$ cat config.mk
export PLATFORM = sky130hd
export DESIGN_NAME = encoder_fixed_point_seq
export DESIGN_NICKNAME = d
export VERILOG_FILES = /design/src/rtl/encoder_fixed_point_seq.sv
export SDC_FILE = /design/constraint.sdc
export NUM_CORES = 2
export LEC_CHECK = 0
export ABC_CLOCK_PERIOD_IN_PS = 43300
export CORE_AREA = 2 2 387 389
export DETAILED_ROUTE_END_ITERATION = 10
export DIE_AREA = 0 0 389 391
export HOLD_SLACK_MARGIN = 0.12
export SLEW_MARGIN = 20
export SYNTH_ARGS = -nofsm -noshare
export SYNTH_HDL_FRONTEND = slang
export SYNTH_SLANG_ARGS = --single-unit
$ cat constraint.sdc
create_clock -name clk -period 43.3 [get_ports clk]
set_input_delay 10.825 -clock clk [delete_from_list [all_inputs] [get_ports clk]]
set_output_delay 10.825 -clock clk [all_outputs]
set_load 0.02 [all_outputs]
$ cat src/rtl/encoder_fixed_point_seq.sv
// Sequential fixed-point encoder: out_j = sum_i(x_i * w_ji) + b_j.
// Optional macro ENCODER_RELU_EN clamps negative sums to zero.
module encoder_fixed_point_seq #(
    parameter int N_input  = 9,
    parameter int M_output = 2,
    parameter int BITSIZE  = 32
) (
    input  logic                                   clk,
    input  logic                                   rst,
    input  logic                                   in_valid,
    output logic                                   in_ready,
    input  logic [N_input*BITSIZE-1:0]             x,
    input  logic [N_input*M_output*BITSIZE-1:0]    w,
    input  logic [M_output*BITSIZE-1:0]            b,
    output logic                                   out_valid,
    input  logic                                   out_ready,
    output logic [M_output*BITSIZE-1:0]            out
);

    localparam int IW   = (N_input > 1) ? $clog2(N_input) : 1;
    localparam int JW   = (M_output > 1) ? $clog2(M_output) : 1;
    localparam int FRAC = BITSIZE / 2;

    typedef enum logic [1:0] {IDLE, MAC, BIAS, DONE} state_t;

    state_t state, state_nxt;

    logic [N_input*BITSIZE-1:0]  x_reg;
    logic [M_output*BITSIZE-1:0] out_q;
    logic [BITSIZE-1:0]          acc;
    logic [BITSIZE-1:0]          x_sel, w_sel, b_sel;
    logic [BITSIZE-1:0]          mac_sum, bias_sum, res;
    logic [IW-1:0]               i;
    logic [JW-1:0]               j;
    logic                        last_i, last_j;

    // Signed fixed-point product, keeping the middle word (wraps on overflow).
    function automatic logic [BITSIZE-1:0] fx_mul(
        input logic [BITSIZE-1:0] a,
        input logic [BITSIZE-1:0] c
    );
        logic signed [2*BITSIZE-1:0] p;
        p = $signed({{BITSIZE{a[BITSIZE-1]}}, a})
          * $signed({{BITSIZE{c[BITSIZE-1]}}, c});
        return p[FRAC +: BITSIZE];
    endfunction

    // Two's-complement wrapping add.
    function automatic logic [BITSIZE-1:0] fx_add(
        input logic [BITSIZE-1:0] a,
        input logic [BITSIZE-1:0] c
    );
        return a + c;
    endfunction

    assign last_i = (i == IW'(N_input - 1));
    assign last_j = (j == JW'(M_output - 1));
    assign out    = out_q;

    // Operand selection for the shared multiplier and adder.
    always_comb begin
        x_sel = '0;
        w_sel = '0;
        b_sel = '0;
        for (int k = 0; k < N_input; k++)
            if (IW'(k) == i) x_sel = x_reg[k*BITSIZE +: BITSIZE];
        for (int k = 0; k < N_input*M_output; k++)
            if (k == int'(j)*N_input + int'(i)) w_sel = w[k*BITSIZE +: BITSIZE];
        for (int k = 0; k < M_output; k++)
            if (JW'(k) == j) b_sel = b[k*BITSIZE +: BITSIZE];
    end

    assign mac_sum  = fx_add(acc, fx_mul(x_sel, w_sel));
    assign bias_sum = fx_add(acc, b_sel);

`ifdef ENCODER_RELU_EN
    assign res = bias_sum[BITSIZE-1] ? '0 : bias_sum;
`else
    assign res = bias_sum;
`endif

    // State register.
    always_ff @(posedge clk) begin
        if (rst) state <= IDLE;
        else     state <= state_nxt;
    end

    // Next-state and handshake outputs.
    always_comb begin
        state_nxt = state;
        in_ready  = 1'b0;
        out_valid = 1'b0;
        unique case (state)
            IDLE: begin
                in_ready = !rst;
                if (in_valid && !rst) state_nxt = MAC;
            end
            MAC: begin
                if (last_i) state_nxt = BIAS;
            end
            BIAS: begin
                state_nxt = last_j ? DONE : MAC;
            end
            DONE: begin
                out_valid = 1'b1;
                if (out_ready) state_nxt = IDLE;
            end
            default: state_nxt = IDLE;
        endcase
    end

    // Datapath: capture, accumulate, bias and store.
    always_ff @(posedge clk) begin
        if (rst) begin
            x_reg <= '0;
            out_q <= '0;
            acc   <= '0;
            i     <= '0;
            j     <= '0;
        end else begin
            unique case (state)
                IDLE: begin
                    if (in_valid) begin
                        x_reg <= x;
                        acc   <= '0;
                        i     <= '0;
                        j     <= '0;
                    end
                end
                MAC: begin
                    acc <= mac_sum;
                    i   <= i + 1'b1;
                end
                BIAS: begin
                    for (int k = 0; k < M_output; k++)
                        if (JW'(k) == j) out_q[k*BITSIZE +: BITSIZE] <= res;
                    acc <= '0;
                    i   <= '0;
                    if (!last_j) j <= j + 1'b1;
                end
                DONE: ;
                default: ;
            endcase
        end
    end

endmodule

== Word-level counts from Yosys, hierarchy flattened ==
Cells that the tools add are included.
Word-level totals
  register bits after elaboration: 391
  input bits: 932
  output and inout bits: 66
  word-level logic and storage cells: 103
Cells by class
  $add $sub $neg: 5
  $mul: 2
  equality and inequality tests: 33
  mux-type cells: 42
  bitwise operators: 1
  reduce and logical (&&, ||, !) cells: 13
Operators with widths (number)
  $mux W32: 29
  $eq A5 B32 Y1 const A: 8
  $eq A4 B32 Y1 const A: 4
  $pmux W32 S3: 1
  $add A32 B32 Y32: 2
  $eq A3 B32 Y1 const A: 2
  $mul A32 B32 Y48: 1
  $eq A2 B32 Y1 const A: 1
  $eq A6 B32 Y1 const A: 1
  $logic_not A32 Y1: 1
  $eq A3 B4 Y1 const A: 4
  $pmux W4 S3: 1
  $reduce_and A2 Y1: 5
  $eq A2 B4 Y1 const A: 2
  $mux W2: 4
  $ne A2 B2 Y1 const B: 4
  $pmux W2 S4: 1
  $add A5 B4 Y6: 1
  $eq A5 B6 Y1 const A: 1
  $mul A1 B4 Y5 const B: 1
  $add A4 B1 Y4 const B: 1
  $eq A1 B4 Y1 const A: 1
  $eq A2 B2 Y1 const B: 2
  $eq A4 B4 Y1 const A: 1
  14 further kinds: 17

== Logic depth before layout (Yosys ltp) ==
  word-level depth: 24
  gate-level depth with buffers: 61
  gate-level depth less buffers: 55

== Worst setup path before layout ==
OpenSTA, ideal clock, no wires.
  kind: input to output
  start point: in rst
  end point: out in_ready
  arrival: 11465 ps
  required time: 32475 ps
  path slack: 21010 ps
  cell stages on the path: 3
  buffers on the path: 2
  cells stage by stage: clkbuf_1 clkbuf_1 nor2b_1
On the way
  cells in the longest elaborated chain, start to end: 2
RTL lines
  start: declaration: line 9  | input logic rst,
  $logic_not A1 Y1: line 95  | in_ready = !rst;
  $mux W1: line 93  | unique case (state)
  end: declaration: line 11  | output logic in_ready,
No other way between the ends.

== Worst setup path in the final report ==
  start point: in w[98]
  end point: reg acc[30]
On the way
  cells in the longest elaborated chain, start to end: 18
RTL lines
  start: declaration: line 13  | input logic [N_input*M_output*BITSIZE-1:0] w,
  $mux W32 (15 in series): line 68  | if (k == int'(j)*N_input + int'(i)) w_sel = w[k*BITSIZE +: BITSIZE];
  $mul A32 B32 Y48: line 44  | * $signed({{BITSIZE{c[BITSIZE-1]}}, c});
  $add A32 B32 Y32: line 53  | return a + c;
  $pmux W32 S3: line 121  | unique case (state)
  end signal: assignment: line 131  | acc <= mac_sum;
  end: declaration: line 30  | logic [BITSIZE-1:0] acc;
No other way between the ends.
A chain may end at the register's enable or synchronous reset.

==> out/metrics.cfg <==
[run_status]
run_status=complete, no violations

[setup_path]
critPathMaxFanout=24
cp_data_arrival_time_ns=24.25
critical_path.max_stage_delay_ns=0.86
startpoint_type=input pin
timing.critical_path.to_type=flop
criticalPathCategory=input pin to flop
path_common_cell=o21ai_0
cp_data_required_time_ns=43.82
cpMaxStageDelayCell=a222oi_1

[clocking]
cts_hold_buffers=0
cts_post_setup_buffers_inserted=0
numCtsBuffers=41
htreeDepth=2
clkTransAtPathRegs_ns=0.06
cts_root_buffer=clkbuf_16
clockBufferDepth=3
tritoncts=built
clock-sinks=391
worst_skew_pair.late_latency_ns=0.63
number_of_gates_given_a_new_drive_strength_after_cts=0

[timing]
fmax_ghz=0.0421
final.setup.worst_slack_ns=19.56
timing_worst_slew_pin_value_ns=1.25
layout_worst_path_cycle_share_pct=54.8
hold_violations=0
clock_skew_ns=0.0446
fin_setup_tns_ns=0
grt_setup_unrepaired=no
slew_headroom_pct=15.8
finalWorstPathRequiredPeriod_ns=23.74
timing.final.setup_violations=0
hold_slack_ns=0.451
final_max_slew_viol_count=0

[floorplan]
core_mm2=0.149
die_area_mm2=0.152
boundaryPins=998
chipWidth_um=389
chipHeight_um=391
num_rows=142
start_util_pct=34.4

[yosys]
synth-main-ff-cell=dfxtp_1
postSynthNetCount=8293
synth_common_cells=nand2_1 (1147), fa_1 (840), inv_1 (838)
number_of_enable_flip_flop_cells_after_synthesis=0
syn-mean-instance-area_um2=8.13
yosys_warnings=0
synth_seq_area_share_pct=15.3
post_synth_instance_area_mm2=0.0511
synth_area_leader_cell=fa_1
proportion_of_synthesized_flip_flops_having_asynchronous_set_or_reset_pct=0
synth_top_cell_area_share_pct=32.9
synth.top_cells.by_area=fa_1 (33%), dfxtp_1 (15%), nand2_1 (8.4%), inv_1 (6.2%), ha_1 (5.8%)
register_bit_total_from_synthesis=391
yosys.cell_count.top_type=nand2_1
yosysUniqueCellTypes=98
netlist_instances=6284

[drt]
drtIter0Drc=6002
ant_nets=0
route.vias.total=51881
wl_mm=285
vias_per_cell=5.70
routedWlPerCell_um=31.4
drc=0
drt_pre_antenna_iters=6

[min_path]
hold_path_class=flop to flop

[global_routing]
grt_util_met2_pct=56.1
grtUsageTotal_pct=37.1
global_route.usage.met1_pct=47.9
grtUsageMet3_pct=9.03
grt_pass1_wl_mm=398
grt_busiest_layer=met2
antenna_found_initial=74
grt_pass1_vias=52015
grt_overflow=0
grt_start_max_net_pins=155

[place]
detailedPlacementHpwl_mm=232
portBuffers=997
placement.setup.worst_slack_ns=19.27
gp_congestion=1.06

[finish]
fill_cells=14951
largest_reg_flops=288
layout-area-overhead-vs-synth_pct=27.1
final_layout_size_suffix_gt1_share_pct=5.17
final_nets=9082
utilization_pct=43.7

[job]
count_of_maximum_capacitance_violations=0

==> kinds of logic after synthesis <==
group / after synthesis / share of synthesized area, %
AOI/OAI and AO/OA: 1176 / 15.0
DFF: 391 / 15.3
buffers and inverters: 1245 / 9.37
xor gates and xnor gates: 117 / 2.13
adders and majority gates: 1077 / 38.7
and+or+nand+nor: 2230 / 18.4
muxes: 48 / 1.05
==> final timing paths <==
| kind | start | end | slack (ns) | depth (start not counted) |
|---|---|---|---|---|
| max | w[98] | acc[30] | 19.56 | 47 |
| min | x_reg[160] | x_reg[160] | 0.45 | 2 |
| max reg2reg | i[0] | acc[30] | 27.82 | 54 |
| min reg2reg | x_reg[160] | x_reg[160] | 0.45 | 2 |
==> routing by layer <==
| layer | up-vias | routed length (um) |
|---|---|---|
| li1 | 21799 | - |
| met1 | 26265 | 113000 |
| met2 | 3189 | 123000 |
| met3 | 612 | 29600 |
| met4 | 16 | 19900 |
| met5 | - | 119 |
==> final cells by class <==
| type | count | area, um^2 | area share (%) |
|---|---|---|---|
| multi-input cells | 4648 | 38800 | 59.7 |
| repair buffers | 1145 | 11100 | 17.1 |
| flip-flops and latches | 391 | 7830 | 12.1 |
| inverters | 846 | 3180 | 4.89 |
| well taps | 1944 | 2430 | 3.75 |
| clock buffers | 53 | 1110 | 1.71 |
| clock inverters | 20 | 385 | 0.593 |
| diodes | 50 | 125 | 0.193 |
==> placed cells by master (no fill, tap or decap), types with 30 or more instances in the layout <==
cell             count
mux2_2              36
clkbuf_16           41
inv_1              838
and2_1              49
a22o_1              34
dfxtp_1            389
diode_2             50
or2_2               30
nand2b_1            67
xnor2_1             80
a22oi_1            102
xor2_1              32
nor3_1              54
nor2_1             662
a221oi_1            93
clkdlybuf4s50_1    996
o21ai_0            135
fa_1               840
a21oi_1            464
nand3_1             74
a21o_1              34
ha_1               236
buf_4              148
nand2_1           1146
==> worst max-delay path: cells and delay by family <==
| kind | cells | cell delay [ns] |
|---|---|---|
| AOI/OAI and AO/OA | 21 | 5.79 |
| xor gates and xnor gates | 2 | 0.65 |
| adders and majority gates | 10 | 3.79 |
| buffers and inverters | 5 | 1.48 |
| and+or+nand+nor | 9 | 1.63 |
==> stage by stage <==
stage               cell area, um^2  cells
floorplan                     51100   6284
global placement              63300   8974
detailed placement            63300   8974
CTS                           64800   9047
global route                  64900   9079
finish                        64900   9097
Power is left out: the tool's default activity adds up to more than one toggle a clock period on the data nets, which glitch-free logic cannot reach.
